$ cat src/rtl/vpg_timing.sv
// vpg_timing: mode-switchable raster timing generator; requested modes take effect only at frame boundaries.
module vpg_timing #(
  parameter int DEFAULT_MODE = 4,
  parameter int CW = 12
) (
  input  logic          clk,
  input  logic          reset,
  input  logic          clk_en,
  input  logic          vpg_mode_change,
  input  logic [3:0]    vpg_mode,
  output logic          hs,
  output logic          vs,
  output logic          de,
  output logic [CW-1:0] x,
  output logic [CW-1:0] y,
  output logic          frame_start,
  output logic [3:0]    active_mode,
  output logic          mode_pending
);
  localparam logic [3:0] DEF = (DEFAULT_MODE > 4) ? 4'd0 : 4'(DEFAULT_MODE);
  localparam logic DEF_NEG = (DEF == 4'd0) || (DEF == 4'd2);
  logic [CW-1:0] h_cnt_q, h_cnt_d, v_cnt_q, v_cnt_d, x_q, x_d, y_q, y_d;
  logic [CW-1:0] hact, hfp, hsy, htot, vact, vfp, vsy, vtot;
  logic [3:0] active_mode_q, active_mode_d, pending_mode_q, pending_mode_d;
  logic mode_pending_q, mode_pending_d, hs_q, hs_d, vs_q, vs_d, de_q, de_d, fs_q, fs_d;
  logic neg, h_last, v_last, sw, cap, de_n;
  always_comb begin
    {hact, hfp, hsy, htot, vact, vfp, vsy, vtot, neg} =
      {CW'(640), CW'(16), CW'(96), CW'(800), CW'(480), CW'(10), CW'(2), CW'(525), 1'b1};
    case (active_mode_q)
      4'd1: {hact, hfp, hsy, htot, vact, vfp, vsy, vtot, neg} =
        {CW'(800), CW'(40), CW'(128), CW'(1056), CW'(600), CW'(1), CW'(4), CW'(628), 1'b0};
      4'd2: {hact, hfp, hsy, htot, vact, vfp, vsy, vtot, neg} =
        {CW'(1024), CW'(24), CW'(136), CW'(1344), CW'(768), CW'(3), CW'(6), CW'(806), 1'b1};
      4'd3: {hact, hfp, hsy, htot, vact, vfp, vsy, vtot, neg} =
        {CW'(1280), CW'(110), CW'(40), CW'(1650), CW'(720), CW'(5), CW'(5), CW'(750), 1'b0};
      4'd4: {hact, hfp, hsy, htot, vact, vfp, vsy, vtot, neg} =
        {CW'(1920), CW'(88), CW'(44), CW'(2200), CW'(1080), CW'(4), CW'(5), CW'(1125), 1'b0};
      default: ;
    endcase
  end
  // Every register is written every clock so held values are explicit next-states.
  always_comb begin
    h_last = h_cnt_q == htot - CW'(1);
    v_last = v_cnt_q == vtot - CW'(1);
    sw = clk_en && h_last && v_last && mode_pending_q;
    cap = clk_en && vpg_mode_change;
    de_n = (h_cnt_q < hact) && (v_cnt_q < vact);
    h_cnt_d = !clk_en ? h_cnt_q : h_last ? '0 : h_cnt_q + CW'(1);
    v_cnt_d = !(clk_en && h_last) ? v_cnt_q : v_last ? '0 : v_cnt_q + CW'(1);
    active_mode_d = sw ? pending_mode_q : active_mode_q;
    pending_mode_d = !cap ? pending_mode_q : (vpg_mode > 4'd4) ? 4'd0 : vpg_mode;
    mode_pending_d = cap || (mode_pending_q && !sw);
    hs_d = !clk_en ? hs_q : neg ^ (h_cnt_q >= hact + hfp && h_cnt_q < hact + hfp + hsy);
    vs_d = !clk_en ? vs_q : neg ^ (v_cnt_q >= vact + vfp && v_cnt_q < vact + vfp + vsy);
    de_d = clk_en ? de_n : de_q;
    x_d = !clk_en ? x_q : de_n ? h_cnt_q : '0;
    y_d = !clk_en ? y_q : de_n ? v_cnt_q : '0;
    fs_d = clk_en ? (h_cnt_q == '0 && v_cnt_q == '0) : fs_q;
  end
  always_ff @(posedge clk) begin
    if (reset) begin
      h_cnt_q <= '0;
      v_cnt_q <= '0;
      active_mode_q <= DEF;
      pending_mode_q <= '0;
      mode_pending_q <= 1'b0;
      hs_q <= DEF_NEG;
      vs_q <= DEF_NEG;
      de_q <= 1'b0;
      x_q <= '0;
      y_q <= '0;
      fs_q <= 1'b0;
    end else begin
      h_cnt_q <= h_cnt_d;
      v_cnt_q <= v_cnt_d;
      active_mode_q <= active_mode_d;
      pending_mode_q <= pending_mode_d;
      mode_pending_q <= mode_pending_d;
      hs_q <= hs_d;
      vs_q <= vs_d;
      de_q <= de_d;
      x_q <= x_d;
      y_q <= y_d;
      fs_q <= fs_d;
    end
  end
  assign hs = hs_q;
  assign vs = vs_q;
  assign de = de_q;
  assign x = x_q;
  assign y = y_q;
  assign frame_start = fs_q;
  assign active_mode = active_mode_q;
  assign mode_pending = mode_pending_q;
endmodule

$ cat config.mk
export PLATFORM = sky130hd
export DESIGN_NAME = vpg_timing
export DESIGN_NICKNAME = d
export VERILOG_FILES = /design/src/rtl/vpg_timing.sv
export SDC_FILE = /design/constraint.sdc
export NUM_CORES = 1
export LEC_CHECK = 0
export CORE_MARGIN = 2
export CORE_UTILIZATION = 54
export CTS_CLUSTER_SIZE = 28
export DETAILED_ROUTE_END_ITERATION = 8
export GPL_ROUTABILITY_DRIVEN = 0
export MAX_ROUTING_LAYER = met4
export PLACE_DENSITY = 0.79
export SLEW_MARGIN = 20
export SYNTH_ARGS = -nofsm -noshare
export SYNTH_HDL_FRONTEND = slang
export SYNTH_SLANG_ARGS = --single-unit
export TNS_END_PERCENT = 5
$ cat constraint.sdc
create_clock -name clk -period 5.4 [get_ports clk]
set_clock_uncertainty 0.2 [all_clocks]
set_input_delay 1.35 -clock clk [delete_from_list [all_inputs] [get_ports clk]]
set_output_delay 1.35 -clock clk [all_outputs]
set_load 0.03 [all_outputs]
==> qor.yml <==
outcome: "finished clean"
clk_pin_slew_worst_paths_ns: 0.07
vias: 5028
hp-class: "flip-flop to flip-flop"
clock_latency_ns: 0.35
setup_violations: 0
dieHeight_um: 102
place_inst: 759
cts_hold_buf: 0
ys_types: 85
ys_seq_area_share_pct: 23.5
synth.cell_area_mm2: 0.00519
worst-endpoint-arrival_ns: 5.08
seq_area_mm2: 0.00122
boundaryPins: 41
slowest_stage: "or3b_2"
clkSinkCount: 61
hold_violations: 0
ys_warn_count: 0
end_kind: "flip-flop"
pwr-share-comb_pct: 5.6
synthToLayoutAreaGrowth_pct: 13.2
ant_nets: 0
root_buffer: "clkbuf_8"
clock_power_share_pct: 45.2
worstPathRequired_ns: 5.42
max_slew.worst_pin.slew_ns: 0.805
diodes: 0
nNetsFinal: 723
ys.flop_type: "dfxtp_1"
relSlewSlack_pct: 46.3
synth_edf_count: 0
p_int_uw: 689
cts_tree: "done"
grt_start_max_net_pins: 47
viasPerCell: 6.49
tns_ns: 0
max_freq_mhz: 198
numPortBuffers: 40
maxSlewViolCount: 0
cap_viol_max_count: 0
path_common_cell: "ha_1"
grt_pass1_vias: 4688
async_flop_share_pct: 0
grt-ovfl-total: 0
row_count: 35
critPathLaunchType: "flip-flop"
ir_drop_mv: 0.164
cpPeakStageDelay_ns: 0.48
switching_share_pct: 26.2
grt_usage_pct: 30.3
antenna_found_initial: 0
avgRoutedWirePerCell_um: 19.3
clockBufferDepth: 2
avgSynthCellArea_um2: 8.49
p_switching_uw: 244
p_leak_uw: 0.00245
crit_chain: "buf_4 -> nand4bb_1 -> ha_1 -> o21a_1 -> nor2_1 -> ha_1 -> ha_1 -> xnor2_1 -> ha_1 -> nand2_1 -> o21ai_0 -> or3b_1 -> xnor2_1 -> ha_1 -> a21oi_1 -> or3b_2 -> a41oi_1 -> o211ai_1"
cp_max_fo: 16
drtIter0Drc: 599
dp_hpwl_mm: 10.6
synthCells: 612
fin_crit_sh_pct: 93.6
drt_pass1_iterations: 6
yosys_register_bits: 61
coreArea_mm2: 0.00928
start_util_pct: 56.0
rsz0062_at_grt: "no"
cts_setup_buffers: 0
postCtsResizedCells: 0
powerDensity_mw_per_mm2: 159
multi_input_area_mm2: 0.00364
drive_gt1_share_pct: 9.13
drc: 0
wirelength_mm: 15.0
min_period_ns: 5.06
htreeDepth: 3
crit_type: "flip-flop to flip-flop"
pwr-share-seq_pct: 49.3
grt_pass1_wl_mm: 23.9
num-fill-cells: 803
cts_buffers: 9
die_w_um: 102
finalNonFillerCells: 775
die_area_mm2: 0.0104
flip-flops by register name, summed over array words and instances (netlist names):
name,count
pending_mode_q,4
vs,1
y,12
x,12
mode_pending,1
h_cnt_q,12
frame_start,1
v_cnt_q,12
hs,1
de,1
active_mode,4
metal layers:
metal	part of all wire, %	wire length, um	global-route usage [%]	vias up
met3	7.7	1150	4.51	66
li1	-	-	-	2349
met1	42	6250	38.7	2349
met2	47	7010	47.7	264
met5	0	0	-	-
met4	3.7	550	12.9	0
power by group through the flow:
stage | Combinational, uW | Sequential (uW) | Clock [uW]
floorplan | 28.1 | 474 | 0
global placement | 50.0 | 470 | 0
detailed placement | 51.4 | 470 | 0
CTS | 51.5 | 460 | 424
global route | 56.7 | 461 | 448
finish | 52.1 | 460 | 421
critical path: cells and delay by family, from the launching register on:
kind            cells  cell delay, ns
compound gates      5            1.16
xor+xnor            2            0.29
fa+ha+maj           5            1.50
buf+inv             1            0.20
flops               1            0.37
simple gates        5            1.22
layout by cell type (no fill, tap or decap), types with 12 or more instances in the layout:
cell,synthesis,final
ha_1,73,73
inv_1,34,34
o21ai_0,26,26
nor3_1,13,13
or3_1,12,12
xnor2_1,19,19
nand2_1,37,37
nor2_1,30,30
clkdlybuf4s50_1,0,40
buf_4,0,13
nand4_1,13,13
a21oi_1,40,40
dfxtp_1,61,61
a22o_1,22,22
nand3_1,16,16
nor4_1,12,12
cells in the mapped netlist, types with 3 or more instances:
master | number | area, um2
inv_1 | 34 | 128
nor4_1 | 12 | 75.1
xor2_1 | 9 | 78.8
or3b_2 | 7 | 61.3
or3_1 | 12 | 75.1
a31oi_1 | 3 | 18.8
and3_1 | 6 | 37.5
o31a_1 | 3 | 26.3
buf_2 | 10 | 50.1
a21o_1 | 6 | 45.0
clkbuf_1 | 22 | 82.6
a2111oi_0 | 4 | 35.0
a22o_1 | 22 | 193
ha_1 | 73 | 913
xnor2_1 | 19 | 166
o22ai_1 | 3 | 18.8
o32ai_2 | 3 | 48.8
nor3_1 | 13 | 65.1
and2_1 | 5 | 31.3
o2bb2ai_1 | 3 | 26.3
o31ai_1 | 5 | 37.5
o21a_1 | 10 | 75.1
nand3_1 | 16 | 80.1
o21ai_0 | 26 | 130
o32ai_1 | 4 | 35.0
nand4_1 | 13 | 81.3
o211ai_1 | 5 | 37.5
a211o_1 | 4 | 35.0
buf_6 | 4 | 45.0
nor2b_1 | 6 | 37.5
nand2_1 | 37 | 139
dfxtp_1 | 61 | 1220
a211oi_1 | 5 | 37.5
nor3b_1 | 5 | 37.5
nand2b_1 | 10 | 62.6
nor2_1 | 30 | 113
a21oi_1 | 40 | 200
worst paths after layout:
check | start | cells after the start | end | slack (ns)
setup / recovery | active_mode[2]$_SDFFE_PP1P_ | 18 | hs$_SDFFE_PP0P_ | 0.34
hold / removal | de$_SDFFE_PP0P_ | 1 | de$_SDFFE_PP0P_ | 0.25
setup reg to reg | active_mode[2]$_SDFFE_PP1P_ | 18 | hs$_SDFFE_PP0P_ | 0.34
hold reg to reg | de$_SDFFE_PP0P_ | 1 | de$_SDFFE_PP0P_ | 0.25
cells by family after synthesis:
| group | after synthesis | share of synthesized area (%) |
|---|---|---|
| other | 1 | 0.0722 |
| AND/OR/NAND/NOR | 195 | 21.8 |
| XOR/XNOR | 29 | 5.15 |
| AO/OA/AOI/OAI | 175 | 24.8 |
| adder cells (fa/ha/maj) | 74 | 18.0 |
| multiplexers | 1 | 0.193 |
| buffers and inverters | 76 | 6.48 |
| flip-flops | 61 | 23.5 |
stage by stage:
stage	worst slack (ns)	hold slack, ns	utilization, %	total power, uW	area, um2
floorplan	0.0368	0.246	-	502	5200
global route	0.103	0.284	63.3	965	5880
global placement	0.690	0.234	61.2	520	5680
finish	0.343	0.254	63.3	933	5880
detailed placement	0.465	0.241	61.2	522	5680
CTS	0.443	0.260	63.3	936	5880
layout make-up:
class	instances	share of cell area, %
clock buffers	9	2.11
clock inverters	7	1.26
inverters	40	2.70
multi-input cells	476	61.9
flip-flops and latches	61	20.8
well taps	129	2.75
repair buffers	53	8.47
(Power assumes the default switching activity.)
